**config.mk**
```make
export PLATFORM = sky130hd
export DESIGN_NAME = synapse_accumulator_flat
export DESIGN_NICKNAME = d
export VERILOG_FILES = /design/src/rtl/snn_pkg.sv /design/src/rtl/synapse_accumulator_if.sv /design/src/rtl/synapse_weight_rf.sv /design/src/rtl/synapse_accumulator.sv /design/src/flat_wrapper.sv
export SDC_FILE = /design/constraint.sdc
export NUM_CORES = 1
export LEC_CHECK = 0
export BUFFER_PORTS_ARGS = -buffer_cell sky130_fd_sc_hd__buf_4
export CORE_MARGIN = 4
export CORE_UTILIZATION = 45
export DETAILED_ROUTE_END_ITERATION = 6
export PLACE_DENSITY = 0.64
export SLEW_MARGIN = 20
export SYNTH_ARGS = -nofsm -noshare
export SYNTH_HDL_FRONTEND = slang
export SYNTH_HIERARCHICAL = 1
export SYNTH_SLANG_ARGS = --single-unit
```
**constraint.sdc**
```tcl
create_clock -name clk -period 4.31 [get_ports clk]
set_clock_uncertainty 0.1 [all_clocks]
set_input_delay 1.0775 -clock clk [delete_from_list [all_inputs] [get_ports clk]]
set_output_delay 1.0775 -clock clk [all_outputs]
set_load 0.03 [all_outputs]
```
**src/rtl/snn_pkg.sv**
```systemverilog
// rtl/snn_pkg.sv - shared SNN constants, FSM encodings and saturation helper
package snn_pkg;

  localparam int DEFAULT_DATA_WIDTH   = 8;
  localparam int DEFAULT_WEIGHT_WIDTH = 8;

  localparam logic [1:0] S_IDLE  = 2'd0;
  localparam logic [1:0] S_ACCUM = 2'd1;
  localparam logic [1:0] S_EMIT  = 2'd2;

  // Clamp an unsigned value to the largest number representable in width bits
  function automatic logic [31:0] sat_to_width(input logic [31:0] value, input int unsigned width);
    logic [31:0] max_val;
    max_val = (width >= 32) ? '1 : ((32'd1 << width) - 32'd1);
    return (value > max_val) ? max_val : value;
  endfunction

endpackage

```
**src/rtl/synapse_accumulator_if.sv**
```systemverilog
// rtl/synapse_accumulator_if.sv - frame, weight-write and neuron-side signals of the accumulator
interface synapse_accumulator_if #(
  parameter int DATA_WIDTH   = 8,
  parameter int WEIGHT_WIDTH = 8,
  parameter int N_IN         = 16,
  parameter int ADDR_WIDTH   = 4
);

  logic                    in_frame_valid;
  logic [N_IN-1:0]         in_spikes;
  logic                    in_ready;
  logic                    w_we;
  logic [ADDR_WIDTH-1:0]   w_addr;
  logic [WEIGHT_WIDTH-1:0] w_data;
  logic                    out_valid;
  logic [DATA_WIDTH-1:0]   out_mac_sum;
  logic                    frame_drop;

  modport master (
    output in_frame_valid, in_spikes, w_we, w_addr, w_data,
    input  in_ready, out_valid, out_mac_sum, frame_drop
  );

  modport slave (
    input  in_frame_valid, in_spikes, w_we, w_addr, w_data,
    output in_ready, out_valid, out_mac_sum, frame_drop
  );

endinterface

```
**src/rtl/synapse_weight_rf.sv**
```systemverilog
// rtl/synapse_weight_rf.sv - per-synapse weight table, one sync write port and one comb read port
module synapse_weight_rf #(
  parameter int N_IN         = 16,
  parameter int WEIGHT_WIDTH = 8,
  parameter int ADDR_WIDTH   = 4
) (
  input  logic                    clk,
  input  logic                    rst_n,
  input  logic                    we,
  input  logic [ADDR_WIDTH-1:0]   waddr,
  input  logic [WEIGHT_WIDTH-1:0] wdata,
  input  logic [ADDR_WIDTH-1:0]   raddr,
  output logic [WEIGHT_WIDTH-1:0] rdata
);

  logic [WEIGHT_WIDTH-1:0] regs [N_IN];

  // Write decode per entry; addresses beyond N_IN-1 match no entry and are dropped
  always_ff @(posedge clk or negedge rst_n) begin
    if (!rst_n) begin
      for (int i = 0; i < N_IN; i++) regs[i] <= '0;
    end else begin
      for (int i = 0; i < N_IN; i++) begin
        if (we && (waddr == ADDR_WIDTH'(i))) regs[i] <= wdata;
      end
    end
  end

  // A same-cycle write is not visible here until the next cycle
  assign rdata = regs[raddr];

endmodule

```
**src/rtl/synapse_accumulator.sv**
```systemverilog
// rtl/synapse_accumulator.sv - walks a latched spike frame and emits one saturated weight sum per frame
module synapse_accumulator
  import snn_pkg::*;
#(
  parameter int DATA_WIDTH   = DEFAULT_DATA_WIDTH,
  parameter int WEIGHT_WIDTH = DEFAULT_WEIGHT_WIDTH,
  parameter int N_IN         = 16,
  parameter int ADDR_WIDTH   = 4
) (
  input logic                  clk,
  input logic                  rst_n,
  synapse_accumulator_if.slave bus
);

  // Wide enough for N_IN full-scale weights, so no internal wrap
  localparam int ACC_WIDTH = WEIGHT_WIDTH + ADDR_WIDTH + 1;
  localparam logic [ADDR_WIDTH-1:0] LAST_INDEX = ADDR_WIDTH'(N_IN - 1);

  logic [1:0]              state;
  logic [ADDR_WIDTH-1:0]   index;
  logic [N_IN-1:0]         frame;
  logic [ACC_WIDTH-1:0]    acc;
  logic [ACC_WIDTH-1:0]    acc_next;
  logic [WEIGHT_WIDTH-1:0] rd_weight;
  logic [DATA_WIDTH-1:0]   sat_sum;
  logic                    out_valid_q;
  logic [DATA_WIDTH-1:0]   sum_q;
  logic                    drop_q;

  synapse_weight_rf #(
    .N_IN        (N_IN),
    .WEIGHT_WIDTH(WEIGHT_WIDTH),
    .ADDR_WIDTH  (ADDR_WIDTH)
  ) u_weight_rf (
    .clk  (clk),
    .rst_n(rst_n),
    .we   (bus.w_we),
    .waddr(bus.w_addr),
    .wdata(bus.w_data),
    .raddr(index),
    .rdata(rd_weight)
  );

  // Running sum including the synapse visited this cycle
  always_comb begin
    acc_next = acc;
    if (frame[index]) acc_next = acc + ACC_WIDTH'(rd_weight);
  end

  assign sat_sum = DATA_WIDTH'(sat_to_width(32'(acc_next), DATA_WIDTH));

  // Frame sequencing: accept in idle, one synapse per cycle, then a one-cycle emit
  always_ff @(posedge clk or negedge rst_n) begin
    if (!rst_n) begin
      state       <= S_IDLE;
      index       <= '0;
      frame       <= '0;
      acc         <= '0;
      out_valid_q <= 1'b0;
      sum_q       <= '0;
    end else begin
      out_valid_q <= 1'b0;
      case (state)
        S_IDLE: begin
          if (bus.in_frame_valid) begin
            frame <= bus.in_spikes;
            acc   <= '0;
            index <= '0;
            state <= S_ACCUM;
          end
        end
        S_ACCUM: begin
          acc <= acc_next;
          if (index == LAST_INDEX) begin
            // Sum is registered on entry to emit so out_valid lines up with S_EMIT
            out_valid_q <= 1'b1;
            sum_q       <= sat_sum;
            index       <= '0;
            state       <= S_EMIT;
          end else begin
            index <= index + 1'b1;
          end
        end
        S_EMIT:  state <= S_IDLE;
        default: state <= S_IDLE;
      endcase
    end
  end

  // Frames offered while busy are discarded and flagged one cycle later
  always_ff @(posedge clk or negedge rst_n) begin
    if (!rst_n) drop_q <= 1'b0;
    else        drop_q <= bus.in_frame_valid && (state != S_IDLE);
  end

  assign bus.in_ready    = (state == S_IDLE);
  assign bus.out_valid   = out_valid_q;
  assign bus.out_mac_sum = sum_q;
  assign bus.frame_drop  = drop_q;

endmodule

```
**src/flat_wrapper.sv**
```systemverilog
// flat-port wrapper written by rule: the top's interface ports become plain ports
module synapse_accumulator_flat import snn_pkg::*;
#(
  parameter int DATA_WIDTH   = DEFAULT_DATA_WIDTH,
  parameter int WEIGHT_WIDTH = DEFAULT_WEIGHT_WIDTH,
  parameter int N_IN         = 16,
  parameter int ADDR_WIDTH   = 4
)
  (clk, rst_n, bus_in_frame_valid, bus_in_spikes, bus_w_we, bus_w_addr, bus_w_data, bus_in_ready, bus_out_valid, bus_out_mac_sum, bus_frame_drop);
  synapse_accumulator_if #(.DATA_WIDTH(DATA_WIDTH), .WEIGHT_WIDTH(WEIGHT_WIDTH), .N_IN(N_IN), .ADDR_WIDTH(ADDR_WIDTH)) bus_i ();
  input logic clk;
  input logic rst_n;
  input wire logic [$bits(bus_i.in_frame_valid)-1:0] bus_in_frame_valid;
  input wire logic [$bits(bus_i.in_spikes)-1:0] bus_in_spikes;
  input wire logic [$bits(bus_i.w_we)-1:0] bus_w_we;
  input wire logic [$bits(bus_i.w_addr)-1:0] bus_w_addr;
  input wire logic [$bits(bus_i.w_data)-1:0] bus_w_data;
  output wire logic [$bits(bus_i.in_ready)-1:0] bus_in_ready;
  output wire logic [$bits(bus_i.out_valid)-1:0] bus_out_valid;
  output wire logic [$bits(bus_i.out_mac_sum)-1:0] bus_out_mac_sum;
  output wire logic [$bits(bus_i.frame_drop)-1:0] bus_frame_drop;
  assign bus_i.in_frame_valid = bus_in_frame_valid;
  assign bus_i.in_spikes = bus_in_spikes;
  assign bus_i.w_we = bus_w_we;
  assign bus_i.w_addr = bus_w_addr;
  assign bus_i.w_data = bus_w_data;
  assign bus_in_ready = bus_i.in_ready;
  assign bus_out_valid = bus_i.out_valid;
  assign bus_out_mac_sum = bus_i.out_mac_sum;
  assign bus_frame_drop = bus_i.frame_drop;
  synapse_accumulator #(.DATA_WIDTH(DATA_WIDTH), .WEIGHT_WIDTH(WEIGHT_WIDTH), .N_IN(N_IN), .ADDR_WIDTH(ADDR_WIDTH)) u_core (.clk(clk), .rst_n(rst_n), .bus(bus_i));
endmodule
```
Yosys cells after proc, flatten, opt, wreduce, memory -nomap -nowiden --
Index checks and enable logic that the tools add are counted.
Operators by class: add/subtract/negate cells 2, eq/ne operators 19, muxes and demuxes 17, shifts and indexed selects 0, multipliers 0, bitwise operators 1, reductions and logical operators 25, magnitude comparators 3, div/mod/pow operators 0
Operators by type and width (number):
- $eq 4x4->1 const B | 9
- $bmux 8 s4 | 1
- $mux 13 | 2
- $pmux 13 s2 | 1
- $mux 8 | 3
- $logic_and 1x1->1 | 17
- $eq 4x3->1 const B | 4
- $add 13x8->13 | 1
- $gt 13x8->1 const B | 1
- $eq 4x2->1 const B | 2
- $mux 4 | 2
- $pmux 4 s2 | 1
- $reduce_and 2->1 | 4
- $ge 5x5->1 const B | 1
- $lt 4x5->1 const B | 1
- $not 4->5 | 1
- $add 4x1->4 const B | 1
- $bmux 1 s4 | 1
- $eq 4x1->1 const B | 1
- $logic_not 4->1 | 1
- $mux 2 | 2
- $pmux 2 s2 | 1
- $reduce_bool 2->1 | 2
- $mux 1 | 3
- 4 further kinds | 4
Word-level totals: RAM bits 0, memory bits (read-only) 0, register bits after elaboration 173, latch bits 0, memories 0, output and inout port bits 11

Longest topological paths before layout --
Gate-level depths: netlist (run 1).
word-level depth 8, gate-level depth with buffers 15, gate-level depth less buffers 13

By module --
Netlist (run 1), hierarchy kept.
Modules (own cells, without submodules):
- synapse_weight_rf | sequential area each 3203.1 um^2, area an instance 5859.4 um^2, cells each 364, times used 1
- synapse_accumulator | sequential area each 1126.1 um^2, area an instance 2367.3 um^2, cells each 252, times used 1

Worst setup path before layout (run 1) --
OpenSTA, ideal clock, no wires.
kind register to register, start point reg u_core.index[0], end point reg u_core.sum_q[2], in the netlist u_core/bus.out_mac_sum[2], period minus slack after synthesis 3.361 ns, data required time 4.083 ns, stages on the path, launching flop included 16, path buffers 2, arrival 3.134 ns, path slack 0.949 ns, cell sequence dfrtp_1 buf_2 buf_4 mux4_2 a22oi_1 nand2_1 ha_1 inv_1 fa_1 nand2b_1 a21oi_1 a211o_1 and2_1 nor3_1 o2111a_2 a21oi_1
On the way: longest elaborated chain between the ends 8, elaborated cells between the ends (all ways) 12, classes of those cells add/sub: 1; order compare: 1; eq/ne: 1; mux: 7; bitwise: 1; reduce/logical: 1
Ends and longest elaborated chain:
- start, declared | RTL line synapse_accumulator.sv:20 | logic [ADDR_WIDTH-1:0] index;
- start signal, assigned | RTL line synapse_accumulator.sv:81 | index <= index + 1'b1;
- $not 4->5 (implied by the code) (*) | RTL line synapse_weight_rf.sv:30 | assign rdata = regs[raddr];
- $bmux 8 s4 (*) | RTL line synapse_weight_rf.sv:30
- $mux 8 (implied by the code) (*) (2 in series) | RTL line synapse_weight_rf.sv:30
- net u_core.rd_weight[0] | RTL line synapse_accumulator.sv:24 | logic [WEIGHT_WIDTH-1:0] rd_weight;
- $add 13x8->13 (*) | RTL line synapse_accumulator.sv:47 | if (frame[index]) acc_next = acc + ACC_WIDTH'(rd_weight);
- $mux 13 (*) | RTL line synapse_accumulator.sv:47
- $gt 13x8->1 | RTL line snn_pkg.sv:15 | return (value > max_val) ? max_val : value;
- $mux 8 (*) | RTL line snn_pkg.sv:15
- end signal, assigned | RTL line synapse_accumulator.sv:77 | sum_q <= sat_sum;
- end, declared | RTL line synapse_accumulator.sv:27 | logic [DATA_WIDTH-1:0] sum_q;
Mark *: on every way through the listed nets, which the timed path passes. The rest lies on a longest branch. The select of a mux whose other input is x is not followed. A chain may end at the register's enable or synchronous reset.

Final worst setup path (run 1) --
start point reg u_core.index[0], end point reg u_core.sum_q[6], in the netlist u_core/bus.out_mac_sum[6]
Same word-level chain as after synthesis.

==> results of run 1 <==
## state kept, by name, indices dropped and copies added, names as in the netlist
register / flops
u_core/u_weight_rf/regs: 128
u_core/bus.frame_drop: 1
u_core/bus.out_mac_sum: 8
u_core/frame: 16
u_core/state: 2
u_core/index: 4
u_core/bus.out_valid: 1
u_core/acc: 13
## cell type report
type                       instances  area share
tap                              229     0.03049
clock buffer                      18     0.04567
sequential                       173      0.4608
inverter                           3    0.001198
multi-input combinational        404      0.3945
timing repair buffer              50     0.04460
clock inverter                    13     0.02277
## per-stage QoR
step                setup slack (ps)  instances
floorplan                      949.3        616
global placement               557.4        859
detailed placement             416.7        859
CTS                            408.2        890
global route                   116.1        890
finish                         406.5        890
## Yosys cell counts, types with 10 or more instances
cell type	count
mux2_2	121
nor2_1	19
clkbuf_1	19
dfrtp_1	173
a22oi_1	16
a21oi_1	15
nand2_1	74
nand3_1	10
o21ai_0	23
mux4_2	36
## routing by layer
layer | part of all wire | up-vias
met3 | 0.050 | 15
met5 | 0 | -
met4 | 0.0097 | 0
met1 | 0.46 | 2596
li1 | - | 2303
met2 | 0.48 | 110
## cell families after synthesis
group                    after synthesis  synth area share
AO/OA/AOI/OAI                         71           0.05475
multiplexers                         175            0.2914
flip-flops                           173            0.5262
AND/OR/NAND/NOR                      140           0.07985
buffers and inverters                 39           0.02312
XOR/XNOR                               8          0.008517
adder cells (fa/ha/maj)               10           0.01612
## worst paths after layout
check / from / endpoint / slack (ps) / cells after the start
max: u_core/index[0] / u_core/bus.out_mac_sum[6] / 410 / 11
max reg2reg: u_core/index[0] / u_core/bus.out_mac_sum[6] / 410 / 11
min: u_core/frame[4] / u_core/frame[4] / 370 / 2
max in group asynchronous: rst_n / u_core/u_weight_rf/regs[113] / 2570 / 2
min reg2reg: u_core/frame[4] / u_core/frame[4] / 370 / 2
min in group asynchronous: rst_n / u_core/frame[10] / 670 / 1
## critical path, cell delays in order, from the launching register on
cell,delay [ps]
dfrtp_2,670
mux4_2,570
a22oi_1,360
nand2_1,140
ha_1,320
a211oi_1,260
o21bai_1,180
a211o_1,330
a311oi_1,290
a31o_1,160
o2111a_2,290
a21oi_1,90
## placed cells by master (no fill, tap or decap), types with 7 or more instances in the layout
master,n
ha_1,9
mux2i_1,9
a21oi_1,15
mux2_2,121
nand2b_1,7
dfrtp_1,172
mux4_2,36
buf_4,46
nand3_1,10
o21ai_0,23
nand2_1,74
mux2_4,8
nor2_2,9
clkbuf_16,17
nor2_1,19
a22oi_1,16
## power groups by stage
| stage | registers, W | logic [W] | clock network [W] |
|---|---|---|---|
| global route | 0.00244 | 0.00276 | 0.00178 |
| floorplan | 0.00233 | 0.00192 | 0 |
| global placement | 0.00239 | 0.00246 | 0 |
| CTS | 0.00238 | 0.00254 | 0.00172 |
| detailed placement | 0.00241 | 0.00253 | 0 |
| finish | 0.00238 | 0.00253 | 0.00168 |
==> impl_metrics.py, run 1 <==
metrics = {
    "critical_path": {
        "crit_type": "reg2reg",
        "cp_max_fo": 14,
        "critPathLaunchType": "flop",
        "required_ps": 4500,
        "end_kind": "flop",
        "crit_arrival_ps": 4090,
    },
    "pwr": {
        "p_sw_w": 0.002230,
        "power.total_w": 0.006593,
        "powerDensity_mw_per_mm2": 701.6,
        "internal_power_w": 0.004364,
        "comb_power_share": 0.384,
        "pwr-share-seq": 0.361,
        "peakVddDrop_mv": 0.3833,
        "p_sw_frac": 0.3382,
        "p_leak_nw": 4.109,
        "p_clk_frac": 0.254,
    },
    "grt": {
        "met3_usage": 0.05090,
        "antenna_found_initial": 0,
        "grt_first_pass_wirelength_mm": 29.15,
        "grt_max_degree": 119,
        "grt_usage": 0.1857,
        "grt.overflow.total": 0,
        "met2_usage": 0.2985,
        "grt_pass1_vias": 5383,
        "grt.busiest_layer": "met2",
        "grtUsageMet1": 0.2540,
    },
    "detailed_routing": {
        "first_pass_iters": 4,
        "wl_mm": 17.74,
        "vias_per_cell": 5.645,
        "post_drt_wl_per_cell_um": 19.93,
        "drc": 0,
        "dr_total_vias": 5024,
        "ant_nets": 0,
        "first_iter_violations": 348,
    },
    "floorplanning": {
        "die_x_um": 143.2,
        "num_rows": 49,
        "initial_core_util": 0.4580,
        "die_y_um": 143.2,
        "ioPinCount": 43,
        "design.core.area_mm2": 0.01796,
        "dieArea_mm2": 0.02051,
    },
    "sta": {
        "slew_viol_final": 0,
        "tns_ps": 0,
        "finalHoldViolations": 0,
        "setup_violations": 0,
        "finalWorstPathRequiredPeriod_ps": 3904,
        "slew_headroom": 0.2325,
        "worst_pin_slew_ps": 1129,
        "finalCritPeriodShare": 0.9057,
        "rsz0062_at_grt": "no",
        "fmax_ghz": 0.2562,
        "hold_ws_ps": 373.9,
    },
    "logic_synthesis": {
        "synth_edf_count": 0,
        "yosys.area.top_type": "dfrtp_1",
        "post_synth_num_cell_types": 46,
        "ys.flop_type": "dfrtp_1",
        "seq_area_frac_synth": 0.5262,
        "synth_top_area_frac": 0.5262,
        "avgSynthCellArea_um2": 13.35,
        "ys_async_sr_fraction": 1.000,
        "synth_warnings": 6,
        "syn_area_mm2": 0.008227,
        "ys_ff_latch": 173,
        "synth_cells": 616,
        "ys_top_cells_by_area": "dfrtp_1 (53%), mux2_2 (17%), mux4_2 (9.9%)",
        "synth_fp_nets": 658,
    },
    "cells_and_area": {
        "fill_cells": 1511,
        "ff_latch_area_mm2": 0.004330,
        "final_util": 0.5232,
        "n_antenna_cell": 0,
        "layout-drive-gt1-share": 0.3933,
        "nets": 691,
        "multi_input_area_mm2": 0.003707,
        "final_area_mm2": 0.009398,
        "area_growth_syn_to_layout_pct": 14.24,
    },
    "clocking": {
        "cts_resized": 0,
        "cts_buffer_depth": 2,
        "post_cts_buffers": 0,
        "insertion_delay_ps": 430,
        "cts_tree": "yes",
        "cts_root_buf": "clkbuf_16",
        "hold_buffers": 0,
        "numCtsBuffers": 17,
        "htreeDepth": 4,
        "cts_sinks": 173,
        "clk_pin_slew_ps": 70,
    },
    "run_status": {
        "status": "finished clean",
    },
    "placement": {
        "portBuffers": 42,
        "dpl_cell_area_mm2": 0.008752,
        "place.gp.congestion": 0.7905,
        "place.detailed.hpwl_mm": 11.81,
    },
    "flow_run": {
        "maxCapViolations": 0,
    },
    "hold_path": {
        "hold_class": "reg2reg",
    },
}
(Power assumes the default switching activity.)
==> inputs of run 2 (changes only) <==
Settings changed: RECOVER_POWER set to 50.
Clock period 4.31 ns to 4.99 ns, I/O delays scaled along.
==> run 2 against run 1 <==
- the flow now finishes with violations (capacitance limit, slew limit)
- worst setup slack gained 530 ps
- sequential cell count unchanged
- non-clock buffer count increased by 1
- combinational power is 13% lower
- wire length is 1.8% higher
- die area did not move
- hold slack worse by 1.4 ps
- core utilization down 0.25 points
- critical path type unchanged
- critical endpoint is now u_core/bus.out_mac_sum[2]
- largest power group unchanged
==> impl_metrics.py, run 2 (synthesized netlist as in run 1, its figures left out) <==
metrics = {
    "placement": {
        "dp_slack_ps": 989.3,
        "place.detailed.hpwl_mm": 11.95,
        "place_inst": 860,
        "place.gp.congestion": 0.7743,
        "portBuffers": 42,
    },
    "cells_and_area": {
        "regMostFlops": "u_core/u_weight_rf/regs",
        "mostFrequentLayoutCells": "dfrtp_1 (172), mux2_2 (121), nand2_1 (74), buf_4 (47), mux4_2 (36)",
        "final_common_cell": "dfrtp_1",
        "nets": 692,
        "final_util": 0.5207,
        "fill_cells": 1516,
        "largest_reg_flops": 128,
        "layout-drive-gt1-share": 0.3943,
        "area_growth_syn_to_layout_pct": 13.69,
        "top_regs": "u_core/u_weight_rf/regs (128), u_core/frame (16), u_core/acc (13)",
        "stdcell_count": 891,
        "n_antenna_cell": 0,
    },
    "flow_run": {
        "maxCapViolations": 1,
    },
    "grt": {
        "grt_pass1_vias": 5401,
        "grt_usage": 0.1860,
        "antenna_found_initial": 0,
        "grt.overflow.total": 0,
        "grt_max_degree": 112,
        "grt_first_pass_wirelength_mm": 29.37,
    },
    "critical_path": {
        "cp_max_fo": 19,
        "crit_family": "compound AO/OA/AOI/OAI gates",
        "critPathLaunchType": "flop",
        "path_cells": "buf_12 -> mux4_2 -> a22oi_1 -> nand2_1 -> ha_1 -> and4_1 -> a211o_1 -> and2_1 -> nor3_1 -> o2111a_2 -> a21oi_1",
        "required_ps": 5180,
        "crit_slowest_cell": "dfrtp_2",
        "max_stage_delay_ps": 750,
        "cp_num_buf_inv": 1,
        "end_kind": "flop",
        "crit_type": "reg2reg",
        "crit_arrival_ps": 4240,
    },
    "clocking": {
        "numCtsBuffers": 17,
        "cts_sinks": 173,
        "cts_resized": 0,
        "post_cts_buffers": 0,
        "htreeDepth": 4,
        "insertion_delay_ps": 430,
        "cts_root_buf": "clkbuf_16",
        "hold_buffers": 0,
        "clk_pin_slew_ps": 60,
        "cts_buffer_depth": 2,
        "cts_tree": "yes",
    },
    "run_status": {
        "status": "finished, violations left",
        "violations": "capacitance limit, slew limit",
    },
    "detailed_routing": {
        "ant_nets": 0,
        "drc": 0,
        "vias_per_cell": 5.734,
        "wl_mm": 18.06,
        "post_drt_wl_per_cell_um": 20.27,
        "dr_total_vias": 5109,
        "first_iter_violations": 297,
        "first_pass_iters": 4,
    },
    "floorplanning": {
        "initial_core_util": 0.4580,
        "design.core.area_mm2": 0.01796,
        "die_x_um": 143.2,
        "ioPinCount": 43,
        "die_y_um": 143.2,
        "dieArea_mm2": 0.02051,
        "num_rows": 49,
    },
    "sta": {
        "slew_headroom": -0.8389,
        "slew_viol_final": 111,
        "finalWorstPathRequiredPeriod_ps": 4052,
        "worst_pin_slew_ps": 2758,
        "finalCritPeriodShare": 0.8120,
        "setup_violations": 0,
        "tns_ps": 0,
        "layout_setup_ws_ps": 937.9,
        "rsz0062_at_grt": "no",
        "fmax_ghz": 0.2468,
        "finalHoldViolations": 0,
    },
    "hold_path": {
        "hold_class": "reg2reg",
    },
    "pwr": {
        "powerDensity_mw_per_mm2": 601.1,
        "p_leak_nw": 4.093,
        "power.total_w": 0.005622,
        "peakVddDrop_mv": 0.3899,
    },
}
run 2: power breakdown:
| group | switching, W | total (W) | internal, W |
|---|---|---|---|
| Clock | 0.000556 | 0.00136 | 0.000803 |
| Sequential | 0.000279 | 0.00207 | 0.00179 |
| Combinational | 0.00111 | 0.00219 | 0.00109 |
| Total | 0.00194 | 0.00562 | 0.00368 |
run 2: worst min-delay path, cell delays in order, from the launching register on:
cell and delay, ps:
dfrtp_1 340, nand2_1 50, nand2_1 60
run 2: per-layer routing:
| layer | share of wire | GRT usage | up-vias |
|---|---|---|---|
| li1 | - | - | 2321 |
| met1 | 0.44 | 0.2538 | 2643 |
| met2 | 0.50 | 0.3093 | 128 |
| met3 | 0.050 | 0.03583 | 17 |
| met4 | 0.011 | 0.04757 | 0 |
| met5 | 0 | 0 | - |
run 2: worst paths after layout:
kind                                  startpoint                   endpoint  slack (ps)  cells after the start
worst max register to register   u_core/index[0]  u_core/bus.out_mac_sum[2]         940                     11
worst min register to register  u_core/frame[12]           u_core/frame[12]         370                      2
worst max-delay path             u_core/index[0]  u_core/bus.out_mac_sum[2]         940                     11
worst min-delay path            u_core/frame[12]           u_core/frame[12]         370                      2
min in group asynchronous                  rst_n            u_core/frame[0]        1590                      1
max in group asynchronous                  rst_n            u_core/index[0]        1400                      1
run 2: cell type report:
type / instances / area, µm² / area share
flip-flops and latches: 173 / 4330 / 0.4630
multi-input cells: 404 / 3716 / 0.3973
clock buffers: 19 / 442.9 / 0.04736
repair buffers: 51 / 405.4 / 0.04334
well taps: 229 / 286.5 / 0.03064
clock inverters: 12 / 160.2 / 0.01712
inverters: 3 / 11.26 / 0.001204
run 2: per-stage QoR:
step / hold slack, ps / instance area (µm²)
after floorplan: 340.3 / 8227
after global placement: 351.5 / 8747
after detailed placement: 360.4 / 8747
after CTS: 377.2 / 9350
after global routing: 403.8 / 9353
final: 372.5 / 9353
